## src/rtl/watch_pkg.sv

```systemverilog
// Shared types, default parameters and digit-stepping helpers for the
// watch time-setting path.
package watch_pkg;

  typedef logic [3:0] bcd_t;

  localparam int unsigned DEF_N_DIG    = 4;
  localparam logic [15:0] DEF_DIG_MOD  = {4'd10, 4'd6, 4'd10, 4'd6};
  localparam int unsigned DEF_DEB_CYC  = 1200000;
  localparam int unsigned DEF_HOLD_CYC = 50000000;
  localparam int unsigned DEF_REP_CYC  = 10000000;

  // Advance one digit modulo m; a stored value at or above the modulus wraps to 0.
  function automatic bcd_t bcd_step(input bcd_t d, input bcd_t m);
    bcd_t r;
    if (d >= (m - 4'd1)) begin
      r = 4'd0;
    end else begin
      r = d + 4'd1;
    end
    return r;
  endfunction

  // 24h hour pair: tens steps first, then units against the new tens limit.
  function automatic logic [7:0] hour_step(input bcd_t t, input bcd_t u,
                                           input logic st, input logic su);
    bcd_t nt;
    bcd_t nu;
    nt = t;
    nu = u;
    if (st) begin
      nt = bcd_step(t, 4'd3);
      if ((nt == 4'd2) && (u > 4'd3)) begin
        nu = 4'd3;
      end else begin
        nu = u;
      end
    end else begin
      nt = t;
    end
    if (su) begin
      nu = bcd_step(nu, (nt == 4'd2) ? 4'd4 : 4'd10);
    end else begin
      nu = nu;
    end
    return {nt, nu};
  endfunction

endpackage

```

## src/rtl/btn_conditioner.sv

```systemverilog
// One button: 2-FF synchroniser, debounce, press detect and hold-to-repeat.
// Produces a single-cycle step pulse for each press and each repeat.
module btn_conditioner
  import watch_pkg::*;
#(
  parameter int unsigned DEB_CYC  = DEF_DEB_CYC,
  parameter int unsigned HOLD_CYC = DEF_HOLD_CYC,
  parameter int unsigned REP_CYC  = DEF_REP_CYC
) (
  input  logic clk,
  input  logic rst,
  input  logic btn_n_i,
  output logic step_o
);

  localparam int unsigned DW   = (DEB_CYC > 1) ? $clog2(DEB_CYC) : 1;
  localparam int unsigned RMAX = (HOLD_CYC > REP_CYC) ? HOLD_CYC : REP_CYC;
  localparam int unsigned RW   = (RMAX > 1) ? $clog2(RMAX) : 1;

  localparam logic [DW-1:0] DEB_LAST  = DW'(DEB_CYC - 1);
  localparam logic [RW-1:0] HOLD_LAST = RW'(HOLD_CYC - 1);
  localparam logic [RW-1:0] REP_LAST  = RW'(REP_CYC - 1);

  logic [1:0]    sync_q,    sync_d;
  logic          stable_q,  stable_d;
  logic [DW-1:0] deb_cnt_q, deb_cnt_d;
  logic [RW-1:0] rep_cnt_q, rep_cnt_d;
  logic          first_q,   first_d;
  logic          step_q,    step_d;
  logic          accept_s;

  always_ff @(posedge clk or posedge rst) begin
    if (rst) begin
      sync_q    <= 2'b00;
      stable_q  <= 1'b0;
      deb_cnt_q <= '0;
      rep_cnt_q <= '0;
      first_q   <= 1'b0;
      step_q    <= 1'b0;
    end else begin
      sync_q    <= sync_d;
      stable_q  <= stable_d;
      deb_cnt_q <= deb_cnt_d;
      rep_cnt_q <= rep_cnt_d;
      first_q   <= first_d;
      step_q    <= step_d;
    end
  end

  // Counter only runs while the synchronised level disagrees with the accepted one.
  always_comb begin
    sync_d    = {sync_q[0], ~btn_n_i};
    stable_d  = stable_q;
    deb_cnt_d = '0;
    accept_s  = 1'b0;
    if (sync_q[1] != stable_q) begin
      if (deb_cnt_q == DEB_LAST) begin
        accept_s = 1'b1;
        stable_d = sync_q[1];
      end else begin
        deb_cnt_d = deb_cnt_q + DW'(1);
      end
    end else begin
      deb_cnt_d = '0;
    end
  end

  // first_q selects the long initial hold interval before the repeat cadence.
  always_comb begin
    step_d    = 1'b0;
    rep_cnt_d = rep_cnt_q;
    first_d   = first_q;
    if (accept_s) begin
      step_d    = stable_d;
      rep_cnt_d = '0;
      first_d   = 1'b1;
    end else if (stable_q) begin
      if (rep_cnt_q == (first_q ? HOLD_LAST : REP_LAST)) begin
        step_d    = 1'b1;
        rep_cnt_d = '0;
        first_d   = 1'b0;
      end else begin
        rep_cnt_d = rep_cnt_q + RW'(1);
      end
    end else begin
      rep_cnt_d = '0;
      first_d   = 1'b0;
    end
  end

  assign step_o = step_q;

endmodule

```

## src/rtl/time_set_ctrl.sv

```systemverilog
// Digit-setting controller: one conditioned button per BCD digit, optional
// 24h hour-pair coupling, load override and change pulse.
module time_set_ctrl
  import watch_pkg::*;
#(
  parameter int unsigned         N_DIG    = DEF_N_DIG,
  parameter logic [4*N_DIG-1:0]  DIG_MOD  = DEF_DIG_MOD,
  parameter int unsigned         DEB_CYC  = DEF_DEB_CYC,
  parameter int unsigned         HOLD_CYC = DEF_HOLD_CYC,
  parameter int unsigned         REP_CYC  = DEF_REP_CYC,
  parameter bit                  HOUR24   = 1'b0
) (
  input  logic                 clk,
  input  logic                 rst,
  input  logic                 set_en,
  input  logic [N_DIG-1:0]     btn,
  input  logic                 load,
  input  logic [4*N_DIG-1:0]   load_val,
  output logic [4*N_DIG-1:0]   dig,
  output logic                 changed
);

  localparam bit          HOUR24_ON = HOUR24 && (N_DIG >= 2);
  localparam int unsigned HT        = (N_DIG >= 2) ? N_DIG - 1 : 0;
  localparam int unsigned HU        = (N_DIG >= 2) ? N_DIG - 2 : 0;

  logic [N_DIG-1:0]   step_s;
  logic [N_DIG-1:0]   step_en_s;
  logic [4*N_DIG-1:0] dig_q, dig_d;
  logic               changed_q, changed_d;
  logic [7:0]         hour_s;

  for (genvar g = 0; g < N_DIG; g++) begin : g_cond
    btn_conditioner #(
      .DEB_CYC  (DEB_CYC),
      .HOLD_CYC (HOLD_CYC),
      .REP_CYC  (REP_CYC)
    ) u_cond (
      .clk     (clk),
      .rst     (rst),
      .btn_n_i (btn[g]),
      .step_o  (step_s[g])
    );
  end

  // Steps outside edit mode are dropped, not deferred.
  assign step_en_s = step_s & {N_DIG{set_en}};

  always_ff @(posedge clk or posedge rst) begin
    if (rst) begin
      dig_q     <= '0;
      changed_q <= 1'b0;
    end else begin
      dig_q     <= dig_d;
      changed_q <= changed_d;
    end
  end

  // Load wins over every step; otherwise all stepped digits advance together.
  always_comb begin
    dig_d  = dig_q;
    hour_s = 8'd0;
    if (load) begin
      dig_d = load_val;
    end else begin
      for (int i = 0; i < int'(N_DIG); i++) begin
        if (step_en_s[i] && !(HOUR24_ON && ((i == int'(HT)) || (i == int'(HU))))) begin
          dig_d[4*i +: 4] = bcd_step(dig_q[4*i +: 4], DIG_MOD[4*i +: 4]);
        end else begin
          dig_d[4*i +: 4] = dig_q[4*i +: 4];
        end
      end
      if (HOUR24_ON) begin
        hour_s = hour_step(dig_q[4*HT +: 4], dig_q[4*HU +: 4],
                           step_en_s[HT], step_en_s[HU]);
        dig_d[4*HT +: 4] = hour_s[7:4];
        dig_d[4*HU +: 4] = hour_s[3:0];
      end else begin
        hour_s = 8'd0;
      end
    end
  end

  assign changed_d = (dig_d != dig_q);
  assign dig       = dig_q;
  assign changed   = changed_q;

endmodule

```

## config.mk

```make
export PLATFORM = sky130hd
export DESIGN_NAME = time_set_ctrl
export DESIGN_NICKNAME = d
export VERILOG_FILES = /design/src/rtl/watch_pkg.sv /design/src/rtl/btn_conditioner.sv /design/src/rtl/time_set_ctrl.sv
export SDC_FILE = /design/constraint.sdc
export NUM_CORES = 1
export LEC_CHECK = 0
export ABC_CLOCK_PERIOD_IN_PS = 17100
export BUFFER_PORTS_ARGS = -buffer_cell sky130_fd_sc_hd__buf_2
export CAP_MARGIN = 20
export CORE_UTILIZATION = 45
export DETAILED_ROUTE_END_ITERATION = 6
export PLACE_DENSITY = 0.68
export SLEW_MARGIN = 20
export SYNTH_ARGS = -nofsm -noshare
export SYNTH_HDL_FRONTEND = slang
export SYNTH_SLANG_ARGS = --single-unit
```

## constraint.sdc

```tcl
create_clock -name clk -period 17.1 [get_ports clk]
set_clock_uncertainty 0.15 [all_clocks]
set_input_delay 1.71 -clock clk [delete_from_list [all_inputs] [get_ports clk]]
set_output_delay 1.71 -clock clk [all_outputs]
set_load 0.005 [all_outputs]
```

# Word level (Yosys, flattened, before mapping)
# Cells that the tools add are included.
[word_totals] reg_bits=225 in_bits=24 output_inout_bits=17 wordCells=137
[op_classes] addsub=12 n_lt_le_gt_ge=4 n_eq_ne=17 mux=73 bitwise_logic=5
[op_table] operator="two-way mux 26 bit" count=16
[op_table] operator="two-way mux 21 bit" count=8
[op_table] operator="adder 26 x 1 -> 26 bit, second input constant" count=4
[op_table] operator="== test 26 bit" count=4
[op_table] operator="adder 21 x 1 -> 21 bit, second input constant" count=4
[op_table] operator="== test 21 bit, second input constant" count=4
[op_table] operator="two-way mux 1 bit" count=40
[op_table] operator="two-way mux 4 bit" count=8
[op_table] operator="adder 4 x 1 -> 4 bit, second input constant" count=4
[op_table] operator="two-way mux 16 bit" count=1
[op_table] operator="inequality test 16 bit" count=1
[op_table] operator="inequality test 3 bit, second input constant" count=4
[op_table] operator=">= comparator 4 x 3 -> 1 bit, second input constant" count=2
[op_table] operator=">= comparator 4 bit, second input constant" count=2
[op_table] operator="AND 4 bit" count=1
[op_table] operator="inequality test 1 bit" count=4
[op_table] operator="inverter 1 bit" count=4

# Logic depth before layout (Yosys ltp)
[logic_depth] depth_word=5 ltp_mapped=8 mapped_depth_nobuf=7

# By module
# A second synthesis with hierarchy kept.
[hier_totals] hier_cells=1247 area_unflattened_um2=11944.0
[modules_own_cells] module="btn_conditioner (g_cond[0].u_cond ...)" instances=3 cells_each=260 area_each_um2=2537.4 seq_area_each_um2=1301.2
[modules_own_cells] module="btn_conditioner (g_cond[1].u_cond)" instances=1 cells_each=278 area_each_um2=2763.9 seq_area_each_um2=1301.2
[modules_own_cells] module="time_set_ctrl" instances=1 cells_each=189 area_each_um2=1567.8 seq_area_each_um2=425.4

# Worst setup path before layout
# No wires, ideal clock.
[synth_path] path_kind="input to register" start="input set_en" end="register changed_q (netlist: changed)" setup_time_ns=0.070 arrival_ns=2.804 t_required_ns=16.880 path_slack_ns=14.076 stages=5 n_path_buf=0 path_cell_list="nand2_1 or4b_2 a2bb2oi_1 nor4_1 nand4_1"
[synth_between] elab_chain_len=4 elab_cells_between_ends=7 classes_between="1 x eq/ne; 5 x mux; 1 x bitwise"
[synth_rtl] element="start: declaration" line_no="time_set_ctrl.sv:15" rtl="input logic set_en,"
[synth_rtl] element="AND 4 bit (*)" line_no="time_set_ctrl.sv:47" rtl="assign step_en_s = step_s & {N_DIG{set_en}};"
[synth_rtl] element="two-way mux 4 bit" line_no="time_set_ctrl.sv:67" rtl="if (step_en_s[i] && !(HOUR24_ON && ((i == int'(HT)) || (i == int'(HU))))) begin"
[synth_rtl] element="two-way mux 16 bit (*)" line_no="time_set_ctrl.sv:63" rtl="if (load) begin"
[synth_rtl] element="inequality test 16 bit (*)" line_no="time_set_ctrl.sv:84" rtl="assign changed_d = (dig_d != dig_q);"
[synth_rtl] element="named net changed_d" line_no="time_set_ctrl.sv:30" rtl="logic changed_q, changed_d;"
[synth_rtl] element="end signal: assignment" line_no="time_set_ctrl.sv:55" rtl="changed_q <= changed_d;"
[synth_rtl] element="end: declaration" line_no="time_set_ctrl.sv:30"
# Mark *: on every way through the listed nets, which the timed path passes. The rest lies on a longest branch.
# A chain may end at the register's enable or synchronous reset.

# Worst setup path in the final report
[layout_path] start="input load" end="register changed_q (netlist: changed)"
[layout_between] elab_chain_len=2
[layout_rtl] element="start: declaration" line_no="time_set_ctrl.sv:17" rtl="input logic load,"
[layout_rtl] element="two-way mux 16 bit" line_no="time_set_ctrl.sv:63"
[layout_rtl] element="inequality test 16 bit" line_no="time_set_ctrl.sv:84"
[layout_rtl] element="named net changed_d" line_no="time_set_ctrl.sv:30"
# The timed path passes the listed nets, and every way through them passes these cells.

==> results.txt <==
Final ANT Viol Nets - 0
Inserted Clock Buffers - 26
Reg clk slew, reported paths - 0.06 ns
initial DRC count - 629
total grt overflow - 0
Pwr Density - 89.4 nW/um^2
Initial Util - 0.457
vias in the first global route - 8299
Synth Area in Adders - 0.0218
CP max stage delay - 0.48 ns
setup ws final - 13.83 ns
Tmin final - 3.27 ns
H-tree depth - 1
Placed Instances - 1543
Worst path slowest cell - buf_2
Die Y - 162 um
CP top delay family - buffers and inverters
cts-stage hold buffer count - 0
Peak Freq - 0.306 GHz
main combinational cell family by area after synthesis - simple AND/OR/NAND/NOR gates
final setup vio count - 0
mux share of post-synthesis cell area - 0.00730
Synth cell types - 63
Max VDD drop - 0.0562 mV
Post-DP HPWL - 14600 um
vias - 8450
Tightest Pin Transition - 1.01 ns
Slew Limit Fails - 0
P_leak - 5.34 nW
CP arrival - 3.51 ns
crit-path cells - buf_2 > clkinv_1 > a2111o_1 > a2bb2oi_1 > nor4_1 > nand4_1
final hold violation count - 0
P&R area growth vs syn - 12.4%
CP Buf/Inv Count - 2
CTS tree - built
Die ar. - 26100 um^2
crit end category - flop
Final Non-Filler Cells - 1591
Total Power - 1.15 mW
met2 Use GR - 0.288
largest net degree at the start of global routing - 146
WL/cell - 13.8 um
# IOs - 41
RSZ-0062 raised after global routing - no
placed cell area - 12000 um^2
Layout fillers - 2276
total track usage - 0.178
Core Area - 25100 um^2
Syn. warnings - 0
outcome - finished, final reports clean
hold crit path type - flop to flop
initial antenna violation count - 0
GRT met3 Usage - 0.0266
nets - 1286
input/output buffers - 40
flops & latches, synth - 225
post-route DRC violation count - 0
clk buf depth - 3
Skew-Pair Late Insertion Delay - 0.53 ns
DIE WIDTH - 162 um
Rel. slew slack - 0.322
share of layout cells above drive strength 1 - 0.0841
DRT Wirelength - 22000 um
maxcap violations - 0
CTS root buf - clkbuf_16
Setup crit start kind - input pin
row count - 58
met1 Usage GRT - 0.252
Post-synth EDFFs - 0
critical path class - input pin to flop
total iterations of the first detailed-routing run - 7
ant diodes - 0
total setup buffers inserted after CTS - 0
Mapped Cells - 1201
Mapped Area - 11500 um^2
Synth Area per Inst - 9.56 um^2
post-synthesis xor/xnor area fraction - 0.134
post-placement setup slack - 13.24 ns
Setup TNS - 0 ns
Top FF cell, synth - dfrtp_1
final worst-path cycle share - 0.191
CTS resizes - 0
maximum fanout along the worst path - 40
Syn Nets - 1245
Finished Core Util - 0.514
Synth Area in Simple Gates - 0.263
GP Congestion - 0.844
first-pass GRT wire length - 39400 um
fin area - 12900 um^2
sequential fraction of the synthesis area - 0.491
Async S/R FF share, synth - 1.00
busiest grt layer - met2
CTS sink cnt - 225
Min Hold Slack - 0.199 ns
number of vias per cell - 5.31
complex-gate fraction of the synthesized area - 0.0557
Critical Path RT - 17.34 ns
-- cell families after synthesis --
group                      Yosys count
AOI/OAI and AO/OA                   98
xor gates and xnor gates           176
adders and majority gates           20
buffers and inverters               72
DFF                                225
muxes                                8
and+or+nand+nor                    602
-- path summary, 6_finish.rpt --
path                                           startpoint                              to  slack, ns  cells after the start
min reg2reg                    g_cond[1].u_cond.sync_q[0]      g_cond[1].u_cond.sync_q[1]       0.20                      0
min in group asynchronous                             rst  g_cond[2].u_cond.rep_cnt_q[20]       0.99                      2
max reg2reg                g_cond[0].u_cond.rep_cnt_q[14]  g_cond[0].u_cond.rep_cnt_q[19]      14.46                      5
min                            g_cond[1].u_cond.sync_q[0]      g_cond[1].u_cond.sync_q[1]       0.20                      0
max                                                  load                         changed      13.83                      6
max in group asynchronous                             rst   g_cond[3].u_cond.rep_cnt_q[5]      14.33                      4
-- state kept, by name, indices dropped and copies added (netlist names) --
| name | count |
|---|---|
| g_cond.u_cond.first_q | 4 |
| g_cond.u_cond.deb_cnt_q | 84 |
| dig | 16 |
| g_cond.u_cond.rep_cnt_q | 104 |
| g_cond.u_cond.stable_q | 4 |
| g_cond.u_cond.step_o | 4 |
| changed | 1 |
| g_cond.u_cond.sync_q | 8 |
-- synthesized netlist by cell type (all sizes together), types with 5 or more instances --
cell type	n	area, um^2
nor4b	9	78.8
or3	14	87.6
nand2b	9	56.3
inv	39	146
and3	31	194
a21oi	24	120
nand4b	5	43.8
and4	21	184
nor2	207	777
nor4	25	156
dfrtp	225	5630
nand2	89	334
ha	20	250
nand3	74	370
mux2i	5	50.1
clkbuf	22	82.6
buf	10	75.1
or4	7	52.6
o21ai	32	160
xor2	101	885
nand4	48	300
xnor2	75	657
and2	22	138
nor3	25	125
-- cell usage in the layout (no fill, tap or decap), types with 25 or more instances in the layout --
cell type	Yosys	layout
and3_1	31	31
xor2_1	101	101
clkbuf_16	0	27
nand3_1	74	74
o21ai_0	32	31
dfrtp_1	225	225
nor2_1	207	207
buf_2	6	40
nand2_1	89	89
inv_1	39	38
xnor2_1	75	75
nor3_1	25	25
nand4_1	48	48
-- layout make-up --
cell class,count,area (um^2),share of cell area
tap,330,413,0.0320
inverter,40,158,0.0122
multi-input combinational,904,5560,0.431
clock buffer,38,797,0.0618
clock inverter,9,75.1,0.00582
timing repair buffer,45,262,0.0203
sequential,225,5630,0.437
-- power breakdown --
group	switching (mW)	internal [mW]
sequential	0.0108	0.539
combinational	0.0325	0.0192
clock	0.215	0.336
-- per-layer routing --
layer  share of wire  up-vias
li1                -     4234
met1            0.49     4076
met2            0.46      111
met3           0.036       29
met4           0.015        0
met5               0        -
Power figures use the tool's default switching activity.
